[src/rtl/wb_regfile.sv]
// Write-back architectural state: 32x32 GPR file, HI/LO pair and flags register,
// with same-cycle write-to-read bypass on every read-out path.
module wb_regfile #(
  parameter int DATA_W = 32,
  parameter int ADDR_W = 5
) (
  input  logic              clk,
  input  logic              rst,
  input  logic [ADDR_W-1:0] wb_wd,
  input  logic              wb_wreg,
  input  logic [DATA_W-1:0] wb_wdata,
  input  logic [DATA_W-1:0] wb_hi,
  input  logic [DATA_W-1:0] wb_lo,
  input  logic              wb_we,
  input  logic [DATA_W-1:0] wb_flags,
  input  logic              wb_flags_we,
  input  logic              re1,
  input  logic [ADDR_W-1:0] raddr1,
  output logic [DATA_W-1:0] rdata1,
  input  logic              re2,
  input  logic [ADDR_W-1:0] raddr2,
  output logic [DATA_W-1:0] rdata2,
  output logic [DATA_W-1:0] hi_o,
  output logic [DATA_W-1:0] lo_o,
  output logic [DATA_W-1:0] flags_o
);

  localparam int DEPTH = 2 ** ADDR_W;

  logic [DATA_W-1:0] regs [DEPTH];
  logic [DATA_W-1:0] hi_q;
  logic [DATA_W-1:0] lo_q;
  logic [DATA_W-1:0] flags_q;

  logic gpr_write;

  // r0 is hardwired to zero, so a write aimed at it is simply dropped.
  assign gpr_write = wb_wreg && (wb_wd != '0);

  always_ff @(posedge clk) begin
    if (rst) begin
      for (int i = 0; i < DEPTH; i++) begin
        regs[i] <= '0;
      end
    end else if (gpr_write) begin
      regs[wb_wd] <= wb_wdata;
    end
  end

  always_ff @(posedge clk) begin
    if (rst) begin
      hi_q    <= '0;
      lo_q    <= '0;
      flags_q <= '0;
    end else begin
      if (wb_we) begin
        hi_q <= wb_hi;
        lo_q <= wb_lo;
      end
      if (wb_flags_we) begin
        flags_q <= wb_flags;
      end
    end
  end

  // The enable is tested before the address is used, so an undriven address on a
  // disabled port never reaches the output.
  function automatic logic [DATA_W-1:0] read_port(
    input logic              ren,
    input logic [ADDR_W-1:0] raddr
  );
    logic [DATA_W-1:0] value;
    value = '0;
    if (rst) begin
      value = '0;
    end else if (!ren) begin
      value = '0;
    end else if (raddr == '0) begin
      value = '0;
    end else if (wb_wreg && (raddr == wb_wd)) begin
      value = wb_wdata;
    end else begin
      value = regs[raddr];
    end
    return value;
  endfunction

  always_comb begin
    rdata1 = read_port(re1, raddr1);
    rdata2 = read_port(re2, raddr2);
  end

  always_comb begin
    hi_o    = '0;
    lo_o    = '0;
    flags_o = '0;
    if (!rst) begin
      hi_o    = wb_we       ? wb_hi    : hi_q;
      lo_o    = wb_we       ? wb_lo    : lo_q;
      flags_o = wb_flags_we ? wb_flags : flags_q;
    end
  end

endmodule

[config.mk]
export PLATFORM = sky130hd
export DESIGN_NAME = wb_regfile
export DESIGN_NICKNAME = d
export VERILOG_FILES = /design/src/rtl/wb_regfile.sv
export SDC_FILE = /design/constraint.sdc
export NUM_CORES = 2
export LEC_CHECK = 0
export ABC_CLOCK_PERIOD_IN_PS = 2900
export CORE_AREA = 10 10 372 374
export DETAILED_ROUTE_END_ITERATION = 8
export DIE_AREA = 0 0 382 384
export HOLD_SLACK_MARGIN = 0.1
export MAX_ROUTING_LAYER = met4
export PLACE_DENSITY = 0.65
export SETUP_SLACK_MARGIN = 0.1
export SLEW_MARGIN = 5
export SYNTH_ARGS = -nofsm -noshare
export SYNTH_HDL_FRONTEND = slang
export SYNTH_SLANG_ARGS = --single-unit
[constraint.sdc]
create_clock -name clk -period 2.9 [get_ports clk]
set_input_delay 0.58 -clock clk [delete_from_list [all_inputs] [get_ports clk]]
set_output_delay 0.58 -clock clk [all_outputs]
set_load 0.05 [all_outputs]
==> Yosys cells after proc, flatten, opt, wreduce, memory -nomap -nowiden <==
Memory sizes are Yosys's and may differ from the RTL's.
Cells that the tools add are included.
{ "op_classes": {"n_reduce_logical": 7, "n_eq_ne": 2, "n_lt_le_gt_ge": 0, "addsub": 0, "n_shift": 0, "multipliers": 0, "muxes": 22, "n_bitwise": 0, "div_mod_pow": 0} }
{ "op_table": {"columns": ["operator", "n"], "rows": [
  ["$mux W32", 15],
  ["$reduce_or A32 Y1", 1],
  ["$eq A5 B5 Y1", 2],
  ["$logic_not A5 Y1", 2],
  ["$mux W1", 6],
  ["$mux W5", 1],
  ["$reduce_bool A5 Y1", 1],
  ["$logic_and A1 B1 Y1", 3]
]} }
{ "word_totals": {"ram_bits": 1024, "mem_bits_ro": 0, "memories": 1, "ff_bits": 96, "wordCells": 35, "latch_bits": 0, "in_bits": 150} }
{ "memory_table": {"columns": ["memory", "depth", "word_bits", "read_ports", "rd_ports_with_merged_regs", "wr", "line_no", "text"], "rows": [
  ["regs", 32, 32, 2, 0, 32, "30", "logic [DATA_W-1:0] regs [DEPTH];"]
]} }

==> Depth between registers and ports, before layout <==
{ "logic_depth": {"word_depth": 7, "mapped_depth": 10, "mapped_depth_nobuf": 4} }

==> Least setup slack after synthesis <==
Ideal clock, no wire load.
{ "synth_path": {"path_type": "input-to-output", "from": "input port raddr1[0]", "to": "output port rdata1[20]", "arrival_time_ns": 2.720, "path_buffers": 5, "slack_ns": -0.400, "stages": 9, "cell_sequence": "buf_6 buf_12 buf_12 xnor2_1 nand4_1 or2_1 clkbuf_1 clkbuf_1 a41oi_1"} }
{ "synth_between": {"elab_chain_len": 6, "word_cells_on_any_way": 8} }
{ "synth_rtl": {"columns": ["element", "line_no", "text"], "rows": [
  ["start: declaration", "18", "input logic [ADDR_W-1:0] raddr1,"],
  ["branches (longest 3 deep; another with $mem_v2 Z32 W32)", null, null],
  ["$mux W32 (*)", "78", "end else if (raddr == '0) begin"],
  ["$mux W32 (*)", "76", "end else if (!ren) begin"],
  ["$mux W32 (*)", "74", "if (rst) begin"],
  ["end: declaration", "19", "output logic [DATA_W-1:0] rdata1,"]
]} }
Every way passes the cells marked *.

==> key figures <==
Cells and area
  – Commonest non-fill, non-tap cell in the layout: edfxtp_1
  – Sequential cell area: 32700 um^2
  – Area of the multi-input gates: about 27000 um^2
  – Share of layout cells above drive strength 1: 0.353
  – Fillers: 9975
  – Most frequent cells in the layout: edfxtp_1, and2_1, buf_4
  – Final net count: 5151
  – Area delta synth->final: 31.9%

Synthesis
  – Mapped Cells: ~4300
  – Post-synth cell types: 47
  – Asr flop ratio synth: 0
  – Synth warn: 0
  – Syn Std Cell Area: between 50000 and 60000 um^2
  – #FFs+latches synth: about 1100
  – Post-synth EDFFs: slightly above 1000
  – Mean Syn Cell Area: 13.9 um^2
  – Register area share after synthesis: 0.547
  – Predominant post-synthesis flop cell: edfxtp_1

Global routing
  – Grt ovf: 0
  – First-pass GRT wire length: 325000 um
  – Number of global-route vias before repair: approximately 44000
  – Tot GR Track Use: 0.317
  – Pin count of the biggest net entering global routing: 160
  – Initial antenna violation count: 16

Routing
  – Drt drc: 0
  – DR WL/cell: 33.7 um
  – Vias/cell: roughly 6.4
  – Routed Antenna Nets: 0
  – Total wire length: around 230000 um
  – Initial DRC count: about 5800
  – Drt pass-1 iters: 5
  – DR vias: ~44000

Setup path
  – Sequence of cells on the critical path: mux4_2 > mux2_4 > o221ai_4 > buf_12 > a41oi_4 > buf_12
  – Slowest stage cell, crit path: mux4_2
  – Crit-path most repeated cell: buf_12
  – Worst setup EP type: primary output
  – Cell family with most CP delay: multiplexers
  – CP Class: reg -> out
  – Crit-path max FO: 2
  – CP Launch Type: flop
  – CP max stage delay: roughly 0.5 ns
  – WP data arrival: roughly 2.7 ns
  – Crit path buf inv count: 2
  – CP Data Required Time: between 2 and 2.5 ns

STA
  – Slew Limit Fails: 0
  – Final setup viols: 64
  – Slew headroom: 0.189
  – Final period utilization: 1.13
  – PnR worst setup slack: -0.378 ns
  – Hold Vio Cnt, Final: 0
  – RSZ-0062 raised after global routing: yes
  – Worst Tran Pin Value: between 1 and 1.5 ns
  – Setup Total Neg Slack: -14.83 ns
  – Final Hold Slack: roughly 0.34 ns
  – Peak Freq: roughly 0.31 GHz
  – Final Critical Period: between 3 and 4 ns
  – Clk_skew: 0 ns

Power
  – Power per cell area: roughly 540 nW/um^2
  – Logic pwr share: 0.173
  – Net Switching: around 11000 uW
  – Net Sw Frac: 0.268
  – Clock share of power: 0.383
  – Peak supply drop: approximately 0.65 mV
  – Static Leak: slightly below 0.03 uW
  – Cell-internal power: roughly 31000 uW
  – Sequential share of power: 0.444

Clock network
  – Clock Path Buffers: 3
  – Clock sink count: between 1000 and 1500
  – Root Buffer Master: clkbuf_16
  – TritonCTS clock tree: built
  – Worst-path clk slew: 0.06 ns
  – H-tree depth: 4
  – Worst-skew pair later-pin latency: 0.77 ns
  – TritonCTS Buffers: between 100 and 150

Outcome
  – Failing checks: setup timing
  – Status: finished, violations left

Floorplanning
  – I/O pin total: 310
  – Core ar.: roughly 130000 um^2
  – Starting density of the core: 0.456
  – Die height: about 380 um
  – Die Area: approximately 150000 um^2
  – Die width: ~380 um
  – Cell Rows: between 100 and 150

Place
  – Setup WS pre-CTS: -0.514 ns
  – DP HPWL: ~150000 um
  – Gpl congestion: 0.936
  – Input/output buffers: roughly 300

Worst hold path
  – Hold/Removal Path Class: in -> reg

Job
  – Max cap viols: 0
==> layer usage <==
metal  track usage  vias to the layer above  share of wire
met5             -                        -              0
met2         0.476                     3063           0.45
met4         0.157                        0          0.057
li1              -                    17700              -
met1         0.395                    22300           0.37
met3        0.0885                      656           0.12
==> worst min-delay path, cell delays in order <==
cell and delay (ns):
buf_4 0.23, mux2i_1 0.18, nor2_1 0.07
==> power groups by stage <==
| stage | logic, uW | registers, uW | clock network, uW |
|---|---|---|---|
| finish | 7390 | 19000 | 16300 |
| global route | 7590 | 19000 | 17100 |
| CTS | 7210 | 18900 | 16400 |
| detailed placement | 6740 | 19300 | 0 |
| global placement | 6710 | 19200 | 0 |
| floorplan | 3660 | 19100 | 0 |
==> timing repair <==
action | 4_1_cts | 5_1_grt
gates cloned | 17 | 1
setup buffers | 48 | 25
gates resized for setup | 261 | 41
hold buffers | 0 | 0
pin swaps | 128 | 52
setup endpoints to repair | 64 | 64
==> flip-flops by register name (all words and copies together), names as in the netlist <==
name,cells
regs,1024
hi_q,32
flags_q,32
lo_q,32
==> area by class of cell <==
type | instances | area share
flip-flops and latches | 1120 | 0.415
multi-input cells | 2737 | 0.348
repair buffers | 1010 | 0.156
clock buffers | 169 | 0.0449
well taps | 1755 | 0.0279
clock inverters | 63 | 0.00788
diodes | 12 | 0.000381
inverters | 2 | 0.0000954
==> per-stage QoR <==
step           total power (uW)  area, um^2  instances   util
2_1_floorplan             22700       61300       4323      -
3_3_place_gp              25900       72100       6536  0.551
3_5_place_dp              26000       72100       6536  0.551
4_1_cts                   42600       78300       6833  0.599
5_1_grt                   43700       78700       6860  0.602
6_report                  42700       78700       6868  0.602
==> kinds of logic after synthesis <==
group                  Yosys count  synth area share
AND/OR/NAND/NOR               1332             0.132
other                            1         0.0000628
flip-flops                    1120             0.547
AO/OA/AOI/OAI                  445            0.0572
multiplexers                   918             0.225
buffers and inverters          466            0.0378
XOR/XNOR                        10           0.00147
==> synthesized netlist by cell type (35+ instances only) <==
| library cell | number | area, um^2 |
|---|---|---|
| o21ai_0 | 49 | 245 |
| dfxtp_1 | 96 | 1920 |
| o31ai_1 | 64 | 480 |
| nand2b_1 | 52 | 325 |
| clkbuf_1 | 327 | 1230 |
| mux2i_1 | 430 | 4300 |
| buf_2 | 50 | 250 |
| mux2_2 | 150 | 1690 |
| o22ai_1 | 65 | 407 |
| a221o_1 | 48 | 480 |
| and2_1 | 995 | 6220 |
| edfxtp_1 | 1024 | 30700 |
| nor2_1 | 130 | 488 |
| a41oi_1 | 64 | 561 |
| a221oi_1 | 48 | 420 |
| mux4_2 | 320 | 7210 |
| a22oi_1 | 62 | 465 |
| nand2_1 | 58 | 218 |
| buf_6 | 35 | 394 |
==> path summary, 6_finish.rpt <==
| path | start | cells after the start | slack (ns) | to |
|---|---|---|---|---|
| max | regs[7][9]$_SDFFCE_PN0P_ | 6 | -0.38 | rdata2[9] |
| min | wb_we | 3 | 0.34 | lo_q[6]$_DFF_P_ |
| max reg2reg | flags_q[1]$_DFF_P_ | 2 | 2.14 | flags_q[1]$_DFF_P_ |
| min reg2reg | lo_q[3]$_DFF_P_ | 2 | 0.52 | lo_q[3]$_DFF_P_ |
Power figures use the tool's default switching activity.
